--- config.mk ---
export PLATFORM = sky130hd
export DESIGN_NAME = axis_spi_arbiter_flat
export DESIGN_NICKNAME = d
export VERILOG_FILES = /design/src/rtl/axis_spi_arbiter_if.sv /design/src/rtl/axis_spi_arbiter.sv /design/src/flat_wrapper.sv
export SDC_FILE = /design/constraint.sdc
export NUM_CORES = 1
export LEC_CHECK = 0
export ABC_AREA = 1
export BUFFER_PORTS_ARGS = -buffer_cell sky130_fd_sc_hd__buf_4
export CORE_MARGIN = 4
export CORE_UTILIZATION = 33
export DETAILED_ROUTE_END_ITERATION = 10
export GPL_TIMING_DRIVEN = 1
export PLACE_DENSITY = 0.79
export RECOVER_POWER = 100
export SYNTH_ARGS = -nofsm -noshare
export SYNTH_HDL_FRONTEND = slang
export SYNTH_SLANG_ARGS = --single-unit
--- constraint.sdc ---
create_clock -name clock -period 1.09 [get_ports clock]
set_input_delay 0 -clock clock [delete_from_list [all_inputs] [get_ports clock]]
set_output_delay 0 -clock clock [all_outputs]
set_load 0.02 [all_outputs]
--- src/rtl/axis_spi_arbiter_if.sv ---
// AXI4-Stream bundle (valid/ready/last/data) shared by every arbiter port.
interface axis_spi_arbiter_if #(
  parameter int WIDTH = 8
);
  logic             tvalid;
  logic             tready;
  logic             tlast;
  logic [WIDTH-1:0] tdata;

  modport master (output tvalid, output tlast, output tdata, input tready);
  modport slave  (input tvalid, input tlast, input tdata, output tready);
endinterface

--- src/rtl/axis_spi_arbiter.sv ---
// Packet-granular round-robin arbiter giving two AXI4-Stream requesters
// exclusive ownership of one SPI master (command out on x, response in on y).
module axis_spi_arbiter #(
  parameter int WIDTH = 8
) (
  input  logic                       clock,
  input  logic                       reset,
  axis_spi_arbiter_if.slave          s0,
  axis_spi_arbiter_if.slave          s1,
  axis_spi_arbiter_if.master         m0,
  axis_spi_arbiter_if.master         m1,
  axis_spi_arbiter_if.master         x,
  axis_spi_arbiter_if.slave          y,
  output logic [1:0]                 grant_o,
  output logic                       busy_o
);

  typedef enum logic [1:0] {
    IDLE = 2'd0,
    BUSY = 2'd1,
    DONE = 2'd2
  } state_e;

  state_e     state_q, state_d;
  logic [1:0] grant_q, grant_d;
  logic       closed_q, closed_d;
  logic       last_q, last_d;    // 1 when requester 1 held the most recent grant

  logic             active;
  logic             cmd_open;
  logic             pick1;
  logic             x_valid;
  logic             x_last;
  logic [WIDTH-1:0] x_data;
  logic             y_ready;

  // Reset gates the handshakes immediately so an abandoned packet cannot leak a beat.
  assign active   = (state_q == BUSY) && !reset;
  assign cmd_open = active && !closed_q;
  assign pick1    = s1.tvalid && (!s0.tvalid || !last_q);

  always_comb begin
    x_valid = cmd_open && ((grant_q[0] && s0.tvalid) || (grant_q[1] && s1.tvalid));
    x_last  = grant_q[1] ? s1.tlast : s0.tlast;
    x_data  = grant_q[1] ? s1.tdata : s0.tdata;
    y_ready = active && ((grant_q[0] && m0.tready) || (grant_q[1] && m1.tready));
  end

  assign x.tvalid  = x_valid;
  assign x.tlast   = x_last;
  assign x.tdata   = x_data;
  assign s0.tready = cmd_open && grant_q[0] && x.tready;
  assign s1.tready = cmd_open && grant_q[1] && x.tready;

  assign y.tready  = y_ready;
  assign m0.tvalid = active && grant_q[0] && y.tvalid;
  assign m1.tvalid = active && grant_q[1] && y.tvalid;
  assign m0.tlast  = y.tlast;
  assign m1.tlast  = y.tlast;
  assign m0.tdata  = y.tdata;
  assign m1.tdata  = y.tdata;

  assign grant_o = grant_q;
  assign busy_o  = (state_q != IDLE);

  always_comb begin
    state_d  = state_q;
    grant_d  = grant_q;
    closed_d = closed_q;
    last_d   = last_q;
    unique case (state_q)
      IDLE: begin
        if (s0.tvalid || s1.tvalid) begin
          grant_d  = pick1 ? 2'b10 : 2'b01;
          last_d   = pick1;
          closed_d = 1'b0;
          state_d  = BUSY;
        end
      end
      BUSY: begin
        if (x_valid && x.tready && x_last) begin
          closed_d = 1'b1;
        end
        // A response tlast only ends ownership once the command packet is complete.
        if (y.tvalid && y_ready && y.tlast && closed_q) begin
          grant_d = 2'b00;
          state_d = DONE;
        end
      end
      DONE: begin
        closed_d = 1'b0;
        state_d  = IDLE;
      end
      default: begin
        grant_d  = 2'b00;
        closed_d = 1'b0;
        state_d  = IDLE;
      end
    endcase
  end

  always_ff @(posedge clock) begin
    if (reset) begin
      state_q  <= IDLE;
      grant_q  <= 2'b00;
      closed_q <= 1'b0;
      last_q   <= 1'b1;
    end else begin
      state_q  <= state_d;
      grant_q  <= grant_d;
      closed_q <= closed_d;
      last_q   <= last_d;
    end
  end

endmodule

--- src/flat_wrapper.sv ---
// flat-port wrapper written by rule: the top's interface ports become plain ports
module axis_spi_arbiter_flat 
#(
  parameter int WIDTH = 8
)
  (clock, reset, grant_o, busy_o, s0_tvalid, s0_tlast, s0_tdata, s0_tready, s1_tvalid, s1_tlast, s1_tdata, s1_tready, m0_tvalid, m0_tlast, m0_tdata, m0_tready, m1_tvalid, m1_tlast, m1_tdata, m1_tready, x_tvalid, x_tlast, x_tdata, x_tready, y_tvalid, y_tlast, y_tdata, y_tready);
  axis_spi_arbiter_if #(.WIDTH(WIDTH)) s0_i ();
  axis_spi_arbiter_if #(.WIDTH(WIDTH)) s1_i ();
  axis_spi_arbiter_if #(.WIDTH(WIDTH)) m0_i ();
  axis_spi_arbiter_if #(.WIDTH(WIDTH)) m1_i ();
  axis_spi_arbiter_if #(.WIDTH(WIDTH)) x_i ();
  axis_spi_arbiter_if #(.WIDTH(WIDTH)) y_i ();
  input  logic clock;
  input  logic reset;
  output logic [1:0] grant_o;
  output logic busy_o;
  input wire logic [$bits(s0_i.tvalid)-1:0] s0_tvalid;
  input wire logic [$bits(s0_i.tlast)-1:0] s0_tlast;
  input wire logic [$bits(s0_i.tdata)-1:0] s0_tdata;
  output wire logic [$bits(s0_i.tready)-1:0] s0_tready;
  input wire logic [$bits(s1_i.tvalid)-1:0] s1_tvalid;
  input wire logic [$bits(s1_i.tlast)-1:0] s1_tlast;
  input wire logic [$bits(s1_i.tdata)-1:0] s1_tdata;
  output wire logic [$bits(s1_i.tready)-1:0] s1_tready;
  output wire logic [$bits(m0_i.tvalid)-1:0] m0_tvalid;
  output wire logic [$bits(m0_i.tlast)-1:0] m0_tlast;
  output wire logic [$bits(m0_i.tdata)-1:0] m0_tdata;
  input wire logic [$bits(m0_i.tready)-1:0] m0_tready;
  output wire logic [$bits(m1_i.tvalid)-1:0] m1_tvalid;
  output wire logic [$bits(m1_i.tlast)-1:0] m1_tlast;
  output wire logic [$bits(m1_i.tdata)-1:0] m1_tdata;
  input wire logic [$bits(m1_i.tready)-1:0] m1_tready;
  output wire logic [$bits(x_i.tvalid)-1:0] x_tvalid;
  output wire logic [$bits(x_i.tlast)-1:0] x_tlast;
  output wire logic [$bits(x_i.tdata)-1:0] x_tdata;
  input wire logic [$bits(x_i.tready)-1:0] x_tready;
  input wire logic [$bits(y_i.tvalid)-1:0] y_tvalid;
  input wire logic [$bits(y_i.tlast)-1:0] y_tlast;
  input wire logic [$bits(y_i.tdata)-1:0] y_tdata;
  output wire logic [$bits(y_i.tready)-1:0] y_tready;
  assign s0_i.tvalid = s0_tvalid;
  assign s0_i.tlast = s0_tlast;
  assign s0_i.tdata = s0_tdata;
  assign s0_tready = s0_i.tready;
  assign s1_i.tvalid = s1_tvalid;
  assign s1_i.tlast = s1_tlast;
  assign s1_i.tdata = s1_tdata;
  assign s1_tready = s1_i.tready;
  assign m0_tvalid = m0_i.tvalid;
  assign m0_tlast = m0_i.tlast;
  assign m0_tdata = m0_i.tdata;
  assign m0_i.tready = m0_tready;
  assign m1_tvalid = m1_i.tvalid;
  assign m1_tlast = m1_i.tlast;
  assign m1_tdata = m1_i.tdata;
  assign m1_i.tready = m1_tready;
  assign x_tvalid = x_i.tvalid;
  assign x_tlast = x_i.tlast;
  assign x_tdata = x_i.tdata;
  assign x_i.tready = x_tready;
  assign y_i.tvalid = y_tvalid;
  assign y_i.tlast = y_tlast;
  assign y_i.tdata = y_tdata;
  assign y_tready = y_i.tready;
  axis_spi_arbiter #(.WIDTH(WIDTH)) u_core (.clock(clock), .reset(reset), .s0(s0_i), .s1(s1_i), .m0(m0_i), .m1(m1_i), .x(x_i), .y(y_i), .grant_o(grant_o), .busy_o(busy_o));
endmodule
==> results.yml, run 1 <==
timing:
  slew_headroom: 0.820
  finalClockSkew_ns: 0.00189
  postLayoutSetupSlackWorst_ns: -0.141
  finalSetupViolations: 9
  min_period_ns: 1.23
  worst_slew_pin_slew_ns: 0.272
  drv_slew: 0
  post-route-period-util: 1.13
  timing.fmax_ghz: 0.813
  finalSetupTns_ns: -0.824
  hold_violations: 0
  worst_hold_slack_ns: 0.0000113
  rsz0062_at_grt: "true"
power_and_ir_drop:
  p_total_mw: 1.03
  peakVddDrop_uv: 537
  clkPwrFrac: 0.192
  swShare: 0.378
  p_int_mw: 0.642
  pwr-share-seq: 0.250
  power_frac_comb: 0.557
  p_switching_mw: 0.390
  p_leak_nw: 0.611
  p_per_area_nw_per_um2: 898
global_route:
  grt_usage: 0.142
  grt_util_met1: 0.151
  grt_start_max_net_pins: 11
  grt_pass1_wl_um: 2900
  grt_pass1_vias: 716
  grt-busiest-layer: "met2"
  antenna_found_initial: 0
  grt_use_met2: 0.267
  overflow: 0
  globalRouteMet3Util: 0.0229
setup_path:
  arrival_ns: 1.23
  worst_r2r_endpoint: "u_core.grant_o[1]"
  reg2reg_depth: 9
  worstPathRequired_ns: 1.09
  critical_path_class: "flip-flop to primary output"
  start_kind: "flip-flop"
  r2r_start: "u_core.state_q[1]"
  endpoint_kind: "primary output"
  path_max_fanout: 4
  r2r_setup_slack_ns: -0.11
clock_tree:
  root_buffer: "clkbuf_4"
  cts_buffer_depth: 2
  cts_sinks: 6
  clk-insertion-delay-late_ns: 0.24
  clk_pin_slew_worst_paths_ns: 0.04
  numCtsBuffers: 3
  cts_tree: "yes"
  htree_levels: 1
floorplanning:
  initial_utilization: 0.357
  die_x_um: 51.7
  dieHeight_um: 51.7
  fp-row-count: 15
  die-area_sq_um: 2670
  io_pins: 71
  design.core.area_sq_um: 1760
synth:
  synth_cell_types: 15
  ys_ff_latch: 6
  syn_avg_cell_area_sq_um: 5.72
  netlist_area_sq_um: 629
  syn_inst: 110
  yosysWarnings: 0
  syn_nets: 145
  ys_seq_area_frac: 0.191
drt:
  detail_route.wl_per_cell_um: 13.3
  drtAntennaViolNets: 0
  viasPerCell: 4.59
  vias: 807
  drt_iter0_drc: 11
  drc: 0
  totalWireLength_um: 2340
  first_pass_iters: 4
place:
  place_inst: 164
  dp_hpwl_um: 1530
  place_ws_ns: 0.00863
  placement.io_buffers: 46
  dpl_cell_area_sq_um: 893
  gp_congestion: 0.736
cells_and_area:
  layout_commonest_cell: "buf_4"
  area_growth_pct: 82.7
  final_cell_mix: "buf_4 (41), nand2_1 (27), nand2_2 (13), buf_6 (13), inv_1 (12)"
  diodes: 0
  final_util: 0.652
  final_layout_size_suffix_gt1_frac: 0.609
  instances_no_fill: 176
  finalNetCount: 188
  fin_area_sq_um: 1150
worst_hold_path:
  whs_endpoint: "m1_tdata[0]"
  hold_depth: 0
  hp-start: "y_tdata[0]"
  min_path_type: "input pin to primary output"
job:
  drv_cap: 0
outcome:
  status: "finished, violations left"
  violations: "negative setup slack"
-- routing by layer --
metal | share of wire | vias to the layer above
met2 | 0.59 | 33
met1 | 0.34 | 369
met5 | 0 | -
met4 | 0.012 | 0
met3 | 0.065 | 4
li1 | - | 401
-- power by group through the flow --
stage / registers [mW] / clock network [mW] / logic (mW)
after global routing: 0.260 / 0.213 / 0.616
after CTS: 0.254 / 0.206 / 0.442
after global placement: 0.254 / 0 / 0.416
after floorplan: 0.262 / 0 / 0.302
after detailed placement: 0.256 / 0 / 0.424
final: 0.259 / 0.198 / 0.575
-- logic make-up (layout without fill, tap and decap cells) --
logic type	count (synthesis)	in the layout	share of synthesized area
buffers and inverters	35	76	0.322
and+or+nand+nor	63	63	0.435
AOI/OAI and AO/OA	6	6	0.0517
DFF	6	6	0.191
-- critical path, stage by stage (launching register included) --
cell and delay (ns):
dfxtp_2 0.32, inv_2 0.05, nand2_2 0.06, nor2_4 0.16, inv_4 0.07, nor3_4 0.19, buf_6 0.14
-- state kept, by name, indices dropped and copies added (netlist names) --
signal	flops
u_core.grant_o	2
u_core.state_q	2
u_core.closed_q	1
u_core.last_q	1
-- Yosys cell counts --
cell type | number | area, sq um
a211oi_1 | 1 | 7.51
a21oi_1 | 4 | 20.0
buf_4 | 19 | 143
clkbuf_1 | 1 | 3.75
dfxtp_1 | 6 | 120
inv_1 | 14 | 52.6
inv_2 | 1 | 3.75
nand2_1 | 44 | 165
nand2_2 | 2 | 12.5
nand3_1 | 5 | 25.0
nand3_2 | 1 | 10.0
nor2_1 | 5 | 18.8
nor2_4 | 2 | 22.5
nor3_1 | 4 | 20.0
o21ai_0 | 1 | 5.00
-- how the worst max path moves through the flow --
| stage | start | to | cells after the start |
|---|---|---|---|
| after floorplan | u_core.state_q[1] | s0_tready | 5 |
| after global placement | u_core.state_q[1] | u_core.grant_o[1] | 8 |
| after detailed placement | u_core.state_q[1] | u_core.grant_o[1] | 8 |
| after CTS | u_core.state_q[1] | m1_tvalid | 6 |
| after global routing | u_core.state_q[1] | m1_tvalid | 6 |
| final | u_core.state_q[1] | m1_tvalid | 6 |
-- what timing repair did --
| action | CTS | global route |
|---|---|---|
| hold buffers | 1 | 0 |
| endpoints found under the setup margin | 14 | 19 |
| hold endpoints to repair | 1 | 0 |
| buffers inserted | 3 | 4 |
| cloned | 0 | 1 |
| gates resized for setup | 9 | 45 |
| pin swaps | 4 | 11 |
-- layout make-up --
class | instances | area (sq um)
multi-input combinational | 69 | 414
clock buffer | 3 | 22.5
timing repair buffer | 58 | 492
fill | 158 | 614
tap | 25 | 31.3
inverter | 15 | 63.8
sequential | 6 | 126
No activity file was read; power rests on OpenSTA's default activity.
==> run 2: changes to the inputs <==
--- a/config.mk
+++ b/config.mk
@@ -11,7 +11,7 @@
 export CORE_UTILIZATION = 33
 export DETAILED_ROUTE_END_ITERATION = 10
 export GPL_TIMING_DRIVEN = 1
-export PLACE_DENSITY = 0.79
+export PLACE_DENSITY = 0.85
 export RECOVER_POWER = 100
 export SYNTH_ARGS = -nofsm -noshare
 export SYNTH_HDL_FRONTEND = slang
==> results.yml, run 2 (synthesized netlist as in run 1, its figures left out) <==
power_and_ir_drop:
  peakVddDrop_uv: 506
  p_leak_nw: 0.549
  p_total_mw: 0.922
  p_per_area_nw_per_um2: 937
worst_hold_path:
  min_path_type: "input pin to primary output"
drt:
  drtAntennaViolNets: 0
  totalWireLength_um: 2120
  drt-met1-wl_um: 699
  first_pass_iters: 4
  viasPerCell: 4.54
  highest_layer: "met4"
  drt_iter0_drc: 13
  drc: 0
  wl_met3_um: 118
  vias: 776
  wl_met2_um: 1230
  detail_route.wl_per_cell_um: 12.4
cells_and_area:
  diodes: 0
  final_layout_size_suffix_gt1_frac: 0.479
  instances_no_fill: 171
  finalNetCount: 183
  layout_commonest_cell: "buf_4"
  final_cell_mix: "buf_4 (46), nand2_1 (43), inv_1 (11), nor2_1 (5), nand3_1 (5)"
  area_growth_pct: 56.3
  final_util: 0.557
outcome:
  status: "finished, violations left"
  violations: "negative setup slack"
global_route:
  grt_usage: 0.161
  overflow: 0
  grt_start_max_net_pins: 11
  grt_pass1_vias: 758
  grt_pass1_wl_um: 3180
  antenna_found_initial: 0
timing:
  finalClockSkew_ns: 0.00628
  finalSetupViolations: 10
  timing.fmax_ghz: 0.814
  post-route-period-util: 1.13
  rsz0062_at_grt: "true"
  drv_slew: 0
  slew_headroom: 0.832
  min_period_ns: 1.23
  worst_slew_pin_slew_ns: 0.251
  hold_violations: 0
  postLayoutSetupSlackWorst_ns: -0.139
clock_tree:
  clk-insertion-delay-late_ns: 0.25
  root_buffer: "clkbuf_4"
  cts_buffer_depth: 2
  numCtsBuffers: 3
  htree_levels: 1
  cts_sinks: 6
  clk_pin_slew_worst_paths_ns: 0.05
  cts_tree: "yes"
floorplanning:
  dieHeight_um: 51.7
  die-area_sq_um: 2670
  design.core.area_sq_um: 1760
  io_pins: 71
  fp-row-count: 15
  die_x_um: 51.7
  initial_utilization: 0.357
place:
  gp_congestion: 0.822
  place_inst: 164
  dp_hpwl_um: 1600
  place_ws_ns: 0.0104
  placement.io_buffers: 46
setup_path:
  worstPathRequired_ns: 1.09
  r2r_setup_slack_ns: -0.08
  start_kind: "flip-flop"
  arrival_ns: 1.23
  path_max_fanout: 3
  critical_path_class: "flip-flop to primary output"
  endpoint_kind: "primary output"
job:
  drv_cap: 0
[run 2: changes by cell type in the layout (fill, tap and decap cells not counted), moves of 2 or more]
cell,change
nand2_1,+16
nand2_2,-11
buf_6,-9
buf_4,+5
nand2_4,-5
inv_2,+3
nand3_2,-2
[run 2: through the flow]
step | setup TNS, ns | area [sq um] | hold slack, ns
after floorplan | -0.00234 | 641 | 0.0691
after global placement | 0 | 893 | 0.000200
after detailed placement | 0 | 893 | 0.000200
after CTS | -0.552 | 968 | 0.000200
after global routing | -1.74 | 983 | 0.0000434
final | -0.688 | 983 | 0.0000113
[run 2: final timing paths]
kind / depth (start not counted) / end / startpoint
setup / recovery: 5 / s1_tready / u_core.state_q[0]
hold / removal: 0 / m1_tdata[2] / y_tdata[2]
hold reg to reg: 2 / u_core.last_q / u_core.last_q
setup reg to reg: 8 / u_core.grant_o[0] / u_core.state_q[0]
[run 2: final cells by class]
class,instances,area (sq um)
Fill cell,176,781
Clock buffer,3,22.5
Multi-Input combinational cell,69,342
Inverter,15,56.3
Timing Repair Buffer,53,408
Tap cell,25,31.3
Sequential cell,6,124
[run 2: worst max-delay path, cell delays in order (launching register included)]
cell and delay (ns):
dfxtp_2 0.34, nand2_2 0.09, nor2_4 0.12, nand2_2 0.08
nor3_2 0.15, buf_4 0.19
[run 2: per-layer routing]
layer / vias up / track usage
met5: - / 0
met2: 22 / 0.294
met4: 0 / 0.100
met3: 6 / 0.0602
met1: 360 / 0.148
li1: 388 / -
[run 2: what timing repair did]
| item | in CTS | in global routing |
|---|---|---|
| endpoints found under the setup margin | 16 | 20 |
| buffers inserted | 2 | 1 |
| resized for setup | 11 | 4 |
| hold buffers | 1 | 0 |
| endpoints found under the hold margin | 1 | 0 |
| pin swaps | 2 | 2 |
[run 2: report_power, final]
group | switching [mW] | internal (mW) | leakage, nW
Combinational | 0.248 | 0.206 | 0.485
Sequential | 0.0176 | 0.237 | 0.0505
Clock | 0.0876 | 0.125 | 0.0138
Total | 0.353 | 0.569 | 0.549
==> run 3: changes to the inputs <==
--- a/config.mk
+++ b/config.mk
@@ -11,7 +11,7 @@
 export CORE_UTILIZATION = 33
 export DETAILED_ROUTE_END_ITERATION = 10
 export GPL_TIMING_DRIVEN = 1
-export PLACE_DENSITY = 0.85
+export PLACE_DENSITY = 0.82
 export RECOVER_POWER = 100
 export SYNTH_ARGS = -nofsm -noshare
 export SYNTH_HDL_FRONTEND = slang
==> results.yml, run 3 (synthesized netlist as in run 1, its figures left out) <==
power_and_ir_drop:
  power_frac_comb: 0.511
  p_switching_mw: 0.371
  clkPwrFrac: 0.221
  p_int_mw: 0.593
  p_leak_nw: 0.578
  p_per_area_nw_per_um2: 922
  swShare: 0.385
  pwr-share-seq: 0.268
  peakVddDrop_uv: 395
place:
  dpl_cell_area_sq_um: 893
  place_ws_ns: 0.0426
  gp_congestion: 0.797
  placement.io_buffers: 46
  dp_hpwl_um: 1520
drt:
  drc: 0
  detail_route.wl_per_cell_um: 12.4
  vias: 768
  viasPerCell: 4.44
  totalWireLength_um: 2140
  drt_iter0_drc: 25
  first_pass_iters: 4
  drtAntennaViolNets: 0
setup_path:
  slowest_delay_ns: 0.32
  arrival_ns: 1.17
  start_kind: "flip-flop"
  path_max_fanout: 3
  critical_path_class: "flip-flop to primary output"
  path_cells: "inv_2, nand2_4, nor2_4, nand2_2, nor3_2, buf_4"
  r2r_setup_slack_ns: -0.05
  endpoint_kind: "primary output"
  critPathSlowestCell: "dfxtp_2"
  worstPathRequired_ns: 1.09
cells_and_area:
  layout_commonest_cell: "buf_4"
  area_growth_pct: 66.0
  finalNetCount: 185
  final_layout_size_suffix_gt1_frac: 0.514
  fin_area_sq_um: 1040
  final_cell_mix: "buf_4 (42), nand2_1 (40), inv_1 (11), buf_6 (9), nor2_1 (5)"
  diodes: 0
global_route:
  antenna_found_initial: 0
  grt_pass1_vias: 705
  grt_start_max_net_pins: 11
  grt_usage: 0.143
  grt_pass1_wl_um: 2880
  overflow: 0
worst_hold_path:
  min_path_type: "input pin to primary output"
timing:
  worst_hold_slack_ns: 0.00000970
  finalSetupViolations: 9
  drv_slew: 0
  worst_slew_pin_slew_ns: 0.273
  min_period_ns: 1.17
  hold_violations: 0
  slew_headroom: 0.818
  finalClockSkew_ns: 0.00195
  timing.fmax_ghz: 0.857
  postLayoutSetupSlackWorst_ns: -0.0767
  post-route-period-util: 1.07
  rsz0062_at_grt: "true"
clock_tree:
  clk_pin_slew_worst_paths_ns: 0.05
  cts_sinks: 6
  root_buffer: "clkbuf_4"
  cts_buffer_depth: 2
  cts_tree: "yes"
  htree_levels: 1
  numCtsBuffers: 3
  clk-insertion-delay-late_ns: 0.25
floorplanning:
  initial_utilization: 0.357
  io_pins: 71
  die-area_sq_um: 2670
  design.core.area_sq_um: 1760
  fp-row-count: 15
  die_x_um: 51.7
  dieHeight_um: 51.7
job:
  drv_cap: 0
outcome:
  violations: "negative setup slack"
  status: "finished, violations left"
run 3: worst max-delay path, delay by kind of cell (launching register included):
family | cells | cell delay [ns]
simple gates | 4 | 0.38
flops | 1 | 0.32
buf+inv | 2 | 0.22
run 3: metrics by stage:
step | total power [mW] | TNS (ns) | util | instances
after CTS | 0.910 | -0.490 | 0.554 | 171
after detailed placement | 0.680 | 0 | 0.506 | 164
after global placement | 0.670 | 0 | 0.506 | 164
after global routing | 1.01 | -1.02 | 0.592 | 173
after floorplan | 0.565 | -0.00234 | - | 110
final | 0.963 | -0.443 | 0.592 | 173
run 3: power groups by stage:
| stage | clock, mW | combinational (mW) | sequential [mW] |
|---|---|---|---|
| after CTS | 0.211 | 0.445 | 0.254 |
| after global placement | 0 | 0.416 | 0.254 |
| after global routing | 0.213 | 0.531 | 0.261 |
| final | 0.213 | 0.492 | 0.258 |
| after detailed placement | 0 | 0.425 | 0.255 |
| after floorplan | 0 | 0.302 | 0.262 |
run 3: routing by layer:
metal,wire length [um],vias to the layer above,track usage
met5,0,-,0
met4,60,0,0.0568
met3,73,8,0.0287
met2,1240,17,0.271
met1,759,348,0.152
li1,-,395,-
run 3: worst paths after layout:
| kind | startpoint | cells after the start | to |
|---|---|---|---|
| min | y_tdata[0] | 0 | m1_tdata[0] |
| max | u_core.state_q[1] | 6 | s0_tready |
| min reg2reg | u_core.last_q | 2 | u_core.last_q |
| max reg2reg | u_core.state_q[1] | 9 | u_core.grant_o[0] |
run 3: what timing repair did:
item | CTS | global route
buffers inserted | 3 | 1
setup endpoints to repair | 10 | 20
hold buffers | 1 | 0
pin swaps | 3 | 3
endpoints found under the hold margin | 1 | 0
gates cloned | 0 | 1
gates resized for setup | 12 | 18
run 3: cell type report:
| cell class | instances | area, sq um |
|---|---|---|
| clock buffers | 3 | 22.5 |
| fillers | 169 | 719 |
| inverters | 15 | 61.3 |
| multi-input cells | 69 | 364 |
| flip-flops and latches | 6 | 128 |
| well taps | 25 | 31.3 |
| repair buffers | 55 | 438 |
